--- config.mk ---
export PLATFORM = sky130hd
export DESIGN_NAME = ysyx_24110015_axi_arbiter_flat
export DESIGN_NICKNAME = d
export VERILOG_FILES = /design/src/rtl/ysyx_24110015_axi_arbiter_if.sv /design/src/rtl/ysyx_24110015_axi_arbiter.sv /design/src/flat_wrapper.sv
export SDC_FILE = /design/constraint.sdc
export NUM_CORES = 1
export LEC_CHECK = 0
export BUFFER_PORTS_ARGS = -buffer_cell sky130_fd_sc_hd__buf_2
export CAP_MARGIN = 20
export CORE_AREA = 5 5 220 222
export CTS_BUF_LIST = sky130_fd_sc_hd__clkbuf_2
export CTS_CLUSTER_DIAMETER = 200
export DETAILED_ROUTE_END_ITERATION = 8
export DIE_AREA = 0 0 225 227
export GPL_TIMING_DRIVEN = 0
export SYNTH_ARGS = -nofsm -noshare
export SYNTH_HDL_FRONTEND = slang
export SYNTH_SLANG_ARGS = --single-unit
--- constraint.sdc ---
create_clock -name clk -period 3.2 [get_ports clk]
set_input_delay 0.48 -clock clk [delete_from_list [all_inputs] [get_ports clk]]
set_output_delay 0.48 -clock clk [all_outputs]
set_load 0.05 [all_outputs]
--- src/rtl/ysyx_24110015_axi_arbiter_if.sv ---
// AXI4 bundle shared by the IFU, the LSU and the crossbar-facing port.
// Handshake rule on every channel: a beat transfers on the rising clk edge
// where valid and ready are both high; the source holds valid and payload
// stable until that edge, and ready may depend combinationally on valid.
interface axi_if #(
  parameter int DATA_W = 32,
  parameter int ADDR_W = 32,
  parameter int ID_W   = 4
);
  logic              arvalid;
  logic              arready;
  logic [ID_W-1:0]   arid;
  logic [ADDR_W-1:0] araddr;
  logic [7:0]        arlen;
  logic [2:0]        arsize;
  logic [1:0]        arburst;

  logic              rvalid;
  logic              rready;
  logic [ID_W-1:0]   rid;
  logic [DATA_W-1:0] rdata;
  logic [1:0]        rresp;
  logic              rlast;

  logic              awvalid;
  logic              awready;
  logic [ID_W-1:0]   awid;
  logic [ADDR_W-1:0] awaddr;
  logic [7:0]        awlen;
  logic [2:0]        awsize;
  logic [1:0]        awburst;

  logic              wvalid;
  logic              wready;
  logic [DATA_W-1:0] wdata;
  logic [DATA_W/8-1:0] wstrb;
  logic              wlast;

  logic              bvalid;
  logic              bready;
  logic [ID_W-1:0]   bid;
  logic [1:0]        bresp;

  modport master (
    output arvalid, arid, araddr, arlen, arsize, arburst,
    input  arready,
    input  rvalid, rid, rdata, rresp, rlast,
    output rready,
    output awvalid, awid, awaddr, awlen, awsize, awburst,
    input  awready,
    output wvalid, wdata, wstrb, wlast,
    input  wready,
    input  bvalid, bid, bresp,
    output bready
  );

  modport slave (
    input  arvalid, arid, araddr, arlen, arsize, arburst,
    output arready,
    output rvalid, rid, rdata, rresp, rlast,
    input  rready,
    input  awvalid, awid, awaddr, awlen, awsize, awburst,
    output awready,
    input  wvalid, wdata, wstrb, wlast,
    output wready,
    output bvalid, bid, bresp,
    input  bready
  );
endinterface

--- src/rtl/ysyx_24110015_axi_arbiter.sv ---
// Two-master (IFU, LSU) to one-slave AXI4 arbiter. One whole transaction
// (read or write, bursts included) owns the bus at a time; contention is
// resolved round-robin. Once granted, all channels of the owner are wired
// straight through, so there is no added latency inside a transaction.
module ysyx_24110015_axi_arbiter #(
  parameter int DATA_W = 32,
  parameter int ADDR_W = 32
) (
  input  logic       clk,
  input  logic       rst,
  axi_if.slave       ifu,
  axi_if.slave       lsu,
  axi_if.master      axi_out,
  output logic [1:0] state_dbg
);

  typedef enum logic [1:0] {
    IDLE = 2'd0,
    RD   = 2'd1,
    WR   = 2'd2
  } state_t;

  state_t state, state_nxt;
  logic   owner;     // 0 = IFU, 1 = LSU
  logic   last;      // most recently granted master
  logic   grant_en;
  logic   grantee;
  logic   req_i, req_l;
  logic   active, sel_i, sel_l;

  logic [ADDR_W-1:0]   sel_araddr, sel_awaddr;
  logic [DATA_W-1:0]   sel_wdata;
  logic [DATA_W/8-1:0] sel_wstrb;

  assign req_i  = ifu.arvalid | ifu.awvalid;
  assign req_l  = lsu.arvalid | lsu.awvalid;
  assign active = (state != IDLE);
  assign sel_i  = active & ~owner;
  assign sel_l  = active &  owner;
  assign state_dbg = state;

  // Next-state and grant decision; a master with both AR and AW pending goes read first.
  always_comb begin
    state_nxt = state;
    grant_en  = 1'b0;
    grantee   = owner;
    unique case (state)
      IDLE: begin
        if (req_i | req_l) begin
          grant_en  = 1'b1;
          grantee   = (req_i & req_l) ? ~last : req_l;
          state_nxt = (grantee ? lsu.arvalid : ifu.arvalid) ? RD : WR;
        end
      end
      RD: if (axi_out.rvalid & axi_out.rready & axi_out.rlast) state_nxt = IDLE;
      WR: if (axi_out.bvalid & axi_out.bready) state_nxt = IDLE;
      default: state_nxt = IDLE;
    endcase
  end

  // State, owner and round-robin history; reset makes IFU win the first contention.
  always_ff @(posedge clk or posedge rst) begin
    if (rst) begin
      state <= IDLE;
      owner <= 1'b0;
      last  <= 1'b1;
    end else begin
      state <= state_nxt;
      if (grant_en) begin
        owner <= grantee;
        last  <= grantee;
      end
    end
  end

  // Downstream payload follows the registered owner so it stays stable for the whole grant.
  assign sel_araddr = owner ? lsu.araddr : ifu.araddr;
  assign sel_awaddr = owner ? lsu.awaddr : ifu.awaddr;
  assign sel_wdata  = owner ? lsu.wdata  : ifu.wdata;
  assign sel_wstrb  = owner ? lsu.wstrb  : ifu.wstrb;

  assign axi_out.arid    = owner ? lsu.arid    : ifu.arid;
  assign axi_out.araddr  = sel_araddr;
  assign axi_out.arlen   = owner ? lsu.arlen   : ifu.arlen;
  assign axi_out.arsize  = owner ? lsu.arsize  : ifu.arsize;
  assign axi_out.arburst = owner ? lsu.arburst : ifu.arburst;
  assign axi_out.awid    = owner ? lsu.awid    : ifu.awid;
  assign axi_out.awaddr  = sel_awaddr;
  assign axi_out.awlen   = owner ? lsu.awlen   : ifu.awlen;
  assign axi_out.awsize  = owner ? lsu.awsize  : ifu.awsize;
  assign axi_out.awburst = owner ? lsu.awburst : ifu.awburst;
  assign axi_out.wdata   = sel_wdata;
  assign axi_out.wstrb   = sel_wstrb;
  assign axi_out.wlast   = owner ? lsu.wlast   : ifu.wlast;

  // Downstream handshake signals are only live while a transaction is granted.
  assign axi_out.arvalid = active & (owner ? lsu.arvalid : ifu.arvalid);
  assign axi_out.awvalid = active & (owner ? lsu.awvalid : ifu.awvalid);
  assign axi_out.wvalid  = active & (owner ? lsu.wvalid  : ifu.wvalid);
  assign axi_out.rready  = active & (owner ? lsu.rready  : ifu.rready);
  assign axi_out.bready  = active & (owner ? lsu.bready  : ifu.bready);

  // Upstream IFU side: only the owner sees readys and responses, others read zero.
  assign ifu.arready = sel_i & axi_out.arready;
  assign ifu.awready = sel_i & axi_out.awready;
  assign ifu.wready  = sel_i & axi_out.wready;
  assign ifu.rvalid  = sel_i & axi_out.rvalid;
  assign ifu.rid     = sel_i ? axi_out.rid   : '0;
  assign ifu.rdata   = sel_i ? axi_out.rdata : '0;
  assign ifu.rresp   = sel_i ? axi_out.rresp : '0;
  assign ifu.rlast   = sel_i & axi_out.rlast;
  assign ifu.bvalid  = sel_i & axi_out.bvalid;
  assign ifu.bid     = sel_i ? axi_out.bid   : '0;
  assign ifu.bresp   = sel_i ? axi_out.bresp : '0;

  // Upstream LSU side, mirror of the IFU gating.
  assign lsu.arready = sel_l & axi_out.arready;
  assign lsu.awready = sel_l & axi_out.awready;
  assign lsu.wready  = sel_l & axi_out.wready;
  assign lsu.rvalid  = sel_l & axi_out.rvalid;
  assign lsu.rid     = sel_l ? axi_out.rid   : '0;
  assign lsu.rdata   = sel_l ? axi_out.rdata : '0;
  assign lsu.rresp   = sel_l ? axi_out.rresp : '0;
  assign lsu.rlast   = sel_l & axi_out.rlast;
  assign lsu.bvalid  = sel_l & axi_out.bvalid;
  assign lsu.bid     = sel_l ? axi_out.bid   : '0;
  assign lsu.bresp   = sel_l ? axi_out.bresp : '0;

endmodule

--- src/flat_wrapper.sv ---
// flat-port wrapper written by rule: the top's interface ports become plain ports
module ysyx_24110015_axi_arbiter_flat 
#(
  parameter int DATA_W = 32,
  parameter int ADDR_W = 32
)
  (clk, rst, state_dbg, ifu_arvalid, ifu_arid, ifu_araddr, ifu_arlen, ifu_arsize, ifu_arburst, ifu_arready, ifu_rvalid, ifu_rid, ifu_rdata, ifu_rresp, ifu_rlast, ifu_rready, ifu_awvalid, ifu_awid, ifu_awaddr, ifu_awlen, ifu_awsize, ifu_awburst, ifu_awready, ifu_wvalid, ifu_wdata, ifu_wstrb, ifu_wlast, ifu_wready, ifu_bvalid, ifu_bid, ifu_bresp, ifu_bready, lsu_arvalid, lsu_arid, lsu_araddr, lsu_arlen, lsu_arsize, lsu_arburst, lsu_arready, lsu_rvalid, lsu_rid, lsu_rdata, lsu_rresp, lsu_rlast, lsu_rready, lsu_awvalid, lsu_awid, lsu_awaddr, lsu_awlen, lsu_awsize, lsu_awburst, lsu_awready, lsu_wvalid, lsu_wdata, lsu_wstrb, lsu_wlast, lsu_wready, lsu_bvalid, lsu_bid, lsu_bresp, lsu_bready, axi_out_arvalid, axi_out_arid, axi_out_araddr, axi_out_arlen, axi_out_arsize, axi_out_arburst, axi_out_arready, axi_out_rvalid, axi_out_rid, axi_out_rdata, axi_out_rresp, axi_out_rlast, axi_out_rready, axi_out_awvalid, axi_out_awid, axi_out_awaddr, axi_out_awlen, axi_out_awsize, axi_out_awburst, axi_out_awready, axi_out_wvalid, axi_out_wdata, axi_out_wstrb, axi_out_wlast, axi_out_wready, axi_out_bvalid, axi_out_bid, axi_out_bresp, axi_out_bready);
  axi_if #(.DATA_W(DATA_W), .ADDR_W(ADDR_W)) ifu_i ();
  axi_if #(.DATA_W(DATA_W), .ADDR_W(ADDR_W)) lsu_i ();
  axi_if #(.DATA_W(DATA_W), .ADDR_W(ADDR_W)) axi_out_i ();
  input  logic clk;
  input  logic rst;
  output logic [1:0] state_dbg;
  input wire logic [$bits(ifu_i.arvalid)-1:0] ifu_arvalid;
  input wire logic [$bits(ifu_i.arid)-1:0] ifu_arid;
  input wire logic [$bits(ifu_i.araddr)-1:0] ifu_araddr;
  input wire logic [$bits(ifu_i.arlen)-1:0] ifu_arlen;
  input wire logic [$bits(ifu_i.arsize)-1:0] ifu_arsize;
  input wire logic [$bits(ifu_i.arburst)-1:0] ifu_arburst;
  output wire logic [$bits(ifu_i.arready)-1:0] ifu_arready;
  output wire logic [$bits(ifu_i.rvalid)-1:0] ifu_rvalid;
  output wire logic [$bits(ifu_i.rid)-1:0] ifu_rid;
  output wire logic [$bits(ifu_i.rdata)-1:0] ifu_rdata;
  output wire logic [$bits(ifu_i.rresp)-1:0] ifu_rresp;
  output wire logic [$bits(ifu_i.rlast)-1:0] ifu_rlast;
  input wire logic [$bits(ifu_i.rready)-1:0] ifu_rready;
  input wire logic [$bits(ifu_i.awvalid)-1:0] ifu_awvalid;
  input wire logic [$bits(ifu_i.awid)-1:0] ifu_awid;
  input wire logic [$bits(ifu_i.awaddr)-1:0] ifu_awaddr;
  input wire logic [$bits(ifu_i.awlen)-1:0] ifu_awlen;
  input wire logic [$bits(ifu_i.awsize)-1:0] ifu_awsize;
  input wire logic [$bits(ifu_i.awburst)-1:0] ifu_awburst;
  output wire logic [$bits(ifu_i.awready)-1:0] ifu_awready;
  input wire logic [$bits(ifu_i.wvalid)-1:0] ifu_wvalid;
  input wire logic [$bits(ifu_i.wdata)-1:0] ifu_wdata;
  input wire logic [$bits(ifu_i.wstrb)-1:0] ifu_wstrb;
  input wire logic [$bits(ifu_i.wlast)-1:0] ifu_wlast;
  output wire logic [$bits(ifu_i.wready)-1:0] ifu_wready;
  output wire logic [$bits(ifu_i.bvalid)-1:0] ifu_bvalid;
  output wire logic [$bits(ifu_i.bid)-1:0] ifu_bid;
  output wire logic [$bits(ifu_i.bresp)-1:0] ifu_bresp;
  input wire logic [$bits(ifu_i.bready)-1:0] ifu_bready;
  input wire logic [$bits(lsu_i.arvalid)-1:0] lsu_arvalid;
  input wire logic [$bits(lsu_i.arid)-1:0] lsu_arid;
  input wire logic [$bits(lsu_i.araddr)-1:0] lsu_araddr;
  input wire logic [$bits(lsu_i.arlen)-1:0] lsu_arlen;
  input wire logic [$bits(lsu_i.arsize)-1:0] lsu_arsize;
  input wire logic [$bits(lsu_i.arburst)-1:0] lsu_arburst;
  output wire logic [$bits(lsu_i.arready)-1:0] lsu_arready;
  output wire logic [$bits(lsu_i.rvalid)-1:0] lsu_rvalid;
  output wire logic [$bits(lsu_i.rid)-1:0] lsu_rid;
  output wire logic [$bits(lsu_i.rdata)-1:0] lsu_rdata;
  output wire logic [$bits(lsu_i.rresp)-1:0] lsu_rresp;
  output wire logic [$bits(lsu_i.rlast)-1:0] lsu_rlast;
  input wire logic [$bits(lsu_i.rready)-1:0] lsu_rready;
  input wire logic [$bits(lsu_i.awvalid)-1:0] lsu_awvalid;
  input wire logic [$bits(lsu_i.awid)-1:0] lsu_awid;
  input wire logic [$bits(lsu_i.awaddr)-1:0] lsu_awaddr;
  input wire logic [$bits(lsu_i.awlen)-1:0] lsu_awlen;
  input wire logic [$bits(lsu_i.awsize)-1:0] lsu_awsize;
  input wire logic [$bits(lsu_i.awburst)-1:0] lsu_awburst;
  output wire logic [$bits(lsu_i.awready)-1:0] lsu_awready;
  input wire logic [$bits(lsu_i.wvalid)-1:0] lsu_wvalid;
  input wire logic [$bits(lsu_i.wdata)-1:0] lsu_wdata;
  input wire logic [$bits(lsu_i.wstrb)-1:0] lsu_wstrb;
  input wire logic [$bits(lsu_i.wlast)-1:0] lsu_wlast;
  output wire logic [$bits(lsu_i.wready)-1:0] lsu_wready;
  output wire logic [$bits(lsu_i.bvalid)-1:0] lsu_bvalid;
  output wire logic [$bits(lsu_i.bid)-1:0] lsu_bid;
  output wire logic [$bits(lsu_i.bresp)-1:0] lsu_bresp;
  input wire logic [$bits(lsu_i.bready)-1:0] lsu_bready;
  output wire logic [$bits(axi_out_i.arvalid)-1:0] axi_out_arvalid;
  output wire logic [$bits(axi_out_i.arid)-1:0] axi_out_arid;
  output wire logic [$bits(axi_out_i.araddr)-1:0] axi_out_araddr;
  output wire logic [$bits(axi_out_i.arlen)-1:0] axi_out_arlen;
  output wire logic [$bits(axi_out_i.arsize)-1:0] axi_out_arsize;
  output wire logic [$bits(axi_out_i.arburst)-1:0] axi_out_arburst;
  input wire logic [$bits(axi_out_i.arready)-1:0] axi_out_arready;
  input wire logic [$bits(axi_out_i.rvalid)-1:0] axi_out_rvalid;
  input wire logic [$bits(axi_out_i.rid)-1:0] axi_out_rid;
  input wire logic [$bits(axi_out_i.rdata)-1:0] axi_out_rdata;
  input wire logic [$bits(axi_out_i.rresp)-1:0] axi_out_rresp;
  input wire logic [$bits(axi_out_i.rlast)-1:0] axi_out_rlast;
  output wire logic [$bits(axi_out_i.rready)-1:0] axi_out_rready;
  output wire logic [$bits(axi_out_i.awvalid)-1:0] axi_out_awvalid;
  output wire logic [$bits(axi_out_i.awid)-1:0] axi_out_awid;
  output wire logic [$bits(axi_out_i.awaddr)-1:0] axi_out_awaddr;
  output wire logic [$bits(axi_out_i.awlen)-1:0] axi_out_awlen;
  output wire logic [$bits(axi_out_i.awsize)-1:0] axi_out_awsize;
  output wire logic [$bits(axi_out_i.awburst)-1:0] axi_out_awburst;
  input wire logic [$bits(axi_out_i.awready)-1:0] axi_out_awready;
  output wire logic [$bits(axi_out_i.wvalid)-1:0] axi_out_wvalid;
  output wire logic [$bits(axi_out_i.wdata)-1:0] axi_out_wdata;
  output wire logic [$bits(axi_out_i.wstrb)-1:0] axi_out_wstrb;
  output wire logic [$bits(axi_out_i.wlast)-1:0] axi_out_wlast;
  input wire logic [$bits(axi_out_i.wready)-1:0] axi_out_wready;
  input wire logic [$bits(axi_out_i.bvalid)-1:0] axi_out_bvalid;
  input wire logic [$bits(axi_out_i.bid)-1:0] axi_out_bid;
  input wire logic [$bits(axi_out_i.bresp)-1:0] axi_out_bresp;
  output wire logic [$bits(axi_out_i.bready)-1:0] axi_out_bready;
  assign ifu_i.arvalid = ifu_arvalid;
  assign ifu_i.arid = ifu_arid;
  assign ifu_i.araddr = ifu_araddr;
  assign ifu_i.arlen = ifu_arlen;
  assign ifu_i.arsize = ifu_arsize;
  assign ifu_i.arburst = ifu_arburst;
  assign ifu_arready = ifu_i.arready;
  assign ifu_rvalid = ifu_i.rvalid;
  assign ifu_rid = ifu_i.rid;
  assign ifu_rdata = ifu_i.rdata;
  assign ifu_rresp = ifu_i.rresp;
  assign ifu_rlast = ifu_i.rlast;
  assign ifu_i.rready = ifu_rready;
  assign ifu_i.awvalid = ifu_awvalid;
  assign ifu_i.awid = ifu_awid;
  assign ifu_i.awaddr = ifu_awaddr;
  assign ifu_i.awlen = ifu_awlen;
  assign ifu_i.awsize = ifu_awsize;
  assign ifu_i.awburst = ifu_awburst;
  assign ifu_awready = ifu_i.awready;
  assign ifu_i.wvalid = ifu_wvalid;
  assign ifu_i.wdata = ifu_wdata;
  assign ifu_i.wstrb = ifu_wstrb;
  assign ifu_i.wlast = ifu_wlast;
  assign ifu_wready = ifu_i.wready;
  assign ifu_bvalid = ifu_i.bvalid;
  assign ifu_bid = ifu_i.bid;
  assign ifu_bresp = ifu_i.bresp;
  assign ifu_i.bready = ifu_bready;
  assign lsu_i.arvalid = lsu_arvalid;
  assign lsu_i.arid = lsu_arid;
  assign lsu_i.araddr = lsu_araddr;
  assign lsu_i.arlen = lsu_arlen;
  assign lsu_i.arsize = lsu_arsize;
  assign lsu_i.arburst = lsu_arburst;
  assign lsu_arready = lsu_i.arready;
  assign lsu_rvalid = lsu_i.rvalid;
  assign lsu_rid = lsu_i.rid;
  assign lsu_rdata = lsu_i.rdata;
  assign lsu_rresp = lsu_i.rresp;
  assign lsu_rlast = lsu_i.rlast;
  assign lsu_i.rready = lsu_rready;
  assign lsu_i.awvalid = lsu_awvalid;
  assign lsu_i.awid = lsu_awid;
  assign lsu_i.awaddr = lsu_awaddr;
  assign lsu_i.awlen = lsu_awlen;
  assign lsu_i.awsize = lsu_awsize;
  assign lsu_i.awburst = lsu_awburst;
  assign lsu_awready = lsu_i.awready;
  assign lsu_i.wvalid = lsu_wvalid;
  assign lsu_i.wdata = lsu_wdata;
  assign lsu_i.wstrb = lsu_wstrb;
  assign lsu_i.wlast = lsu_wlast;
  assign lsu_wready = lsu_i.wready;
  assign lsu_bvalid = lsu_i.bvalid;
  assign lsu_bid = lsu_i.bid;
  assign lsu_bresp = lsu_i.bresp;
  assign lsu_i.bready = lsu_bready;
  assign axi_out_arvalid = axi_out_i.arvalid;
  assign axi_out_arid = axi_out_i.arid;
  assign axi_out_araddr = axi_out_i.araddr;
  assign axi_out_arlen = axi_out_i.arlen;
  assign axi_out_arsize = axi_out_i.arsize;
  assign axi_out_arburst = axi_out_i.arburst;
  assign axi_out_i.arready = axi_out_arready;
  assign axi_out_i.rvalid = axi_out_rvalid;
  assign axi_out_i.rid = axi_out_rid;
  assign axi_out_i.rdata = axi_out_rdata;
  assign axi_out_i.rresp = axi_out_rresp;
  assign axi_out_i.rlast = axi_out_rlast;
  assign axi_out_rready = axi_out_i.rready;
  assign axi_out_awvalid = axi_out_i.awvalid;
  assign axi_out_awid = axi_out_i.awid;
  assign axi_out_awaddr = axi_out_i.awaddr;
  assign axi_out_awlen = axi_out_i.awlen;
  assign axi_out_awsize = axi_out_i.awsize;
  assign axi_out_awburst = axi_out_i.awburst;
  assign axi_out_i.awready = axi_out_awready;
  assign axi_out_wvalid = axi_out_i.wvalid;
  assign axi_out_wdata = axi_out_i.wdata;
  assign axi_out_wstrb = axi_out_i.wstrb;
  assign axi_out_wlast = axi_out_i.wlast;
  assign axi_out_i.wready = axi_out_wready;
  assign axi_out_i.bvalid = axi_out_bvalid;
  assign axi_out_i.bid = axi_out_bid;
  assign axi_out_i.bresp = axi_out_bresp;
  assign axi_out_bready = axi_out_i.bready;
  ysyx_24110015_axi_arbiter #(.DATA_W(DATA_W), .ADDR_W(ADDR_W)) u_core (.clk(clk), .rst(rst), .ifu(ifu_i), .lsu(lsu_i), .axi_out(axi_out_i), .state_dbg(state_dbg));
endmodule
==> impl_metrics.yaml <==
run_status:
  outcome: "complete, no violations"
critical_path:
  crit_required_ps: 2720
  cp_max_fo: 10
  worstSetupPathType: "flop to output pin"
  r2r_cells: 4
  start_kind: "flop"
  arrival_ps: 1870
  slowest_stage: "dfrtp_1"
  crit_path_end_kind: "output pin"
  timing.rr.start: "u_core.state_dbg[0]"
  worstSetupStartpoint: "u_core.state_dbg[0]"
  worstSetupPathDepth: 5
  cp_cell_sequence: "nor2_4 > nor2_4 > clkbuf_1 > and2_1 > buf_2"
  crit_top_cell: "nor2_4"
  critical_path_buf_inv_count: 2
  r2r-end: "u_core.owner"
  crit_family: "buffers and inverters"
  crit_path_max_incr_delay_ps: 440
  crit_end: "ifu_rdata[28]"
  reg2reg_slack_ps: 1870
detailed_routing:
  wire_per_inst_um: 21.0
  wl_mm: 31.3
  drt_pre_antenna_iters: 4
  drc: 0
  num_vias: 4856
  ant_nets: 0
  avgViaCountPerCell: 3.27
  drt-initial-drc-count: 160
placed_design:
  gp_congestion: 0.897
  io_buffers: 573
  place_inst: 1477
  dp.final_hpwl_mm: 30.1
global_routing:
  grt_pass1_vias: 5024
  gr-total-overflow: 0
  met2_usage_pct: 22.3
  grt_max_degree: 11
  top_usage_layer: "met2"
  antenna_found_initial: 36
  use_met3_pct: 1.95
  grt_pass1_wl_mm: 39.0
  met1_usage_pct: 11.5
  track_usage_pct: 10.9
yosys:
  synth_edf_count: 0
  synthTopCellsByArea: "mux2_4 46%, and2_1 20%, mux2_2 14%, buf_12 7.0%, dfrtp_1 2.4%"
  avgSynthCellArea_sq_um: 10.5
  synth_commonest_cells: "100 x and2_1, 96 x mux2_4, 39 x mux2_2"
  synth_nets: 629
  synth_cell_type_count: 27
  yosysSeqAreaShare_pct: 3.24
  synth_top_area_share_pct: 46.0
  yosys_warnings: 0
  yosysMostFrequentCell: "and2_1"
  syn_area_sq_um: 3130
  synthFlopType: "dfrtp_1"
  yosysTopAreaCell: "mux2_4"
  async_reset_ff_share_pct: 100
  postSynthCellCount: 297
  synth_seq_cells: 4
clock_network:
  clock_path_buffers: 2
  cts-root-buf: "clkbuf_2"
  cts_htree_levels: 1
  cts_tree: "done"
  ctsResizeCount: 0
  post-cts-setup-buffers: 0
  clk_pin_slew_worst_paths_ps: 50
  cts-buffers-inserted: 3
  clock_sinks: 4
  cts_hold_buf: 0
  clkLatencyLatePin_ps: 210
floorplanning:
  die_h_um: 227
  dieArea_sq_um: 51100
  core-area_sq_um: 46200
  row_count: 79
  io_pins: 574
  initial_utilization_pct: 6.78
  die_w_um: 225
min_path:
  hp-class: "input pin to asynchronous set/reset pin"
sta:
  grt_setup_unrepaired: "no"
  finClkSkew_ps: 9.52
  post-route-min-period_ps: 2350
  setup_viol_count_final: 0
  fin_tns_setup_ps: 0
  drv_slew: 0
  hold_viol: 0
  worstMarginPinSlew_ps: 433
  period_share_pct: 73.5
  fmax_ghz: 0.425
  max_slew_margin_pct: 71.1
final_layout:
  utilization_pct: 14.7
  layoutNonFillerInstCount: 1487
  layout-drive-gt1-share_pct: 84.4
  finalNetCount: 1207
  synthToLayoutAreaGrowth_pct: 117
pwr:
  power.density_nw_per_um2: 1130
  vdd_drop_max_mv: 0.701
  p_leak_nw: 3.87
  power_mw: 7.65
flow_run:
  cap_violations: 0
[cell usage in the layout, fill, tap and decap left out, types with 2 or more instances in the layout]
| master | instances |
|---|---|
| nand2b_1 | 2 |
| buf_2 | 576 |
| clkbuf_1 | 5 |
| dfrtp_1 | 3 |
| and2_1 | 100 |
| clkbuf_2 | 9 |
| nor2_4 | 2 |
| a21oi_1 | 2 |
| mux2i_1 | 5 |
| nand2_1 | 2 |
| nor2_1 | 5 |
| mux2_4 | 96 |
| buf_6 | 2 |
| buf_12 | 11 |
| mux2_2 | 39 |
| o21ai_0 | 4 |
| diode_2 | 6 |
[cell type report]
class                      count  area [sq um]
timing repair buffer         573          2870
fill                        5251         39400
inverter                       1          3.75
buffer                        26           302
clock buffer                   4          20.0
multi-input combinational    266          2730
sequential                     4           101
antenna                        6          15.0
tap                          607           759
[cells by family after synthesis]
logic type / count (synthesis) / synth area share [%]
muxes: 140 / 61.6
and+or+nand+nor: 115 / 23.0
buffers and inverters: 27 / 9.75
AOI/OAI and AO/OA: 11 / 2.36
DFF: 4 / 3.24
[sequential cells by signal (all words and copies together), names as in the netlist]
signal and count:
u_core.last 1, u_core.state_dbg 2, u_core.owner 1
[power breakdown]
part | leakage [nW] | switching [mW] | internal (mW)
clock network | 0.0167 | 0.0222 | 0.0330
logic | 3.81 | 5.21 | 2.28
registers | 0.0462 | 0.0238 | 0.0774
total | 3.87 | 5.26 | 2.39
[routing by layer]
layer	vias up	part of all wire (%)
met3	70	8.6
met5	-	0.23
met4	10	2.4
li1	2196	-
met2	414	54
met1	2166	34
[stage by stage]
stage | instance area (sq um) | hold slack (ps) | worst slack, ps
finish | 6790 | 135 | 848
global route | 6790 | 132 | 728
CTS | 6780 | 130 | 804
detailed placement | 6760 | 367 | 1060
global placement | 6760 | 365 | 1050
floorplan | 3130 | 245 | 1100
[worst min path at each step]
stage / cells after the start / startpoint / slack, ps / end
global route: 2 / rst / 130 / u_core.state_dbg[1]
global placement: 2 / rst / 370 / u_core.state_dbg[0]
floorplan: 1 / rst / 250 / u_core.owner
CTS: 2 / rst / 130 / u_core.state_dbg[1]
finish: 2 / rst / 140 / u_core.state_dbg[1]
detailed placement: 2 / rst / 370 / u_core.state_dbg[1]
[worst reg2reg max path, delay by kind of cell, from the launching register on]
kind	cells	cell delay (ps)
simple gates	2	470
flops	1	440
compound gates	2	280
Power figures use the tool's default switching activity.
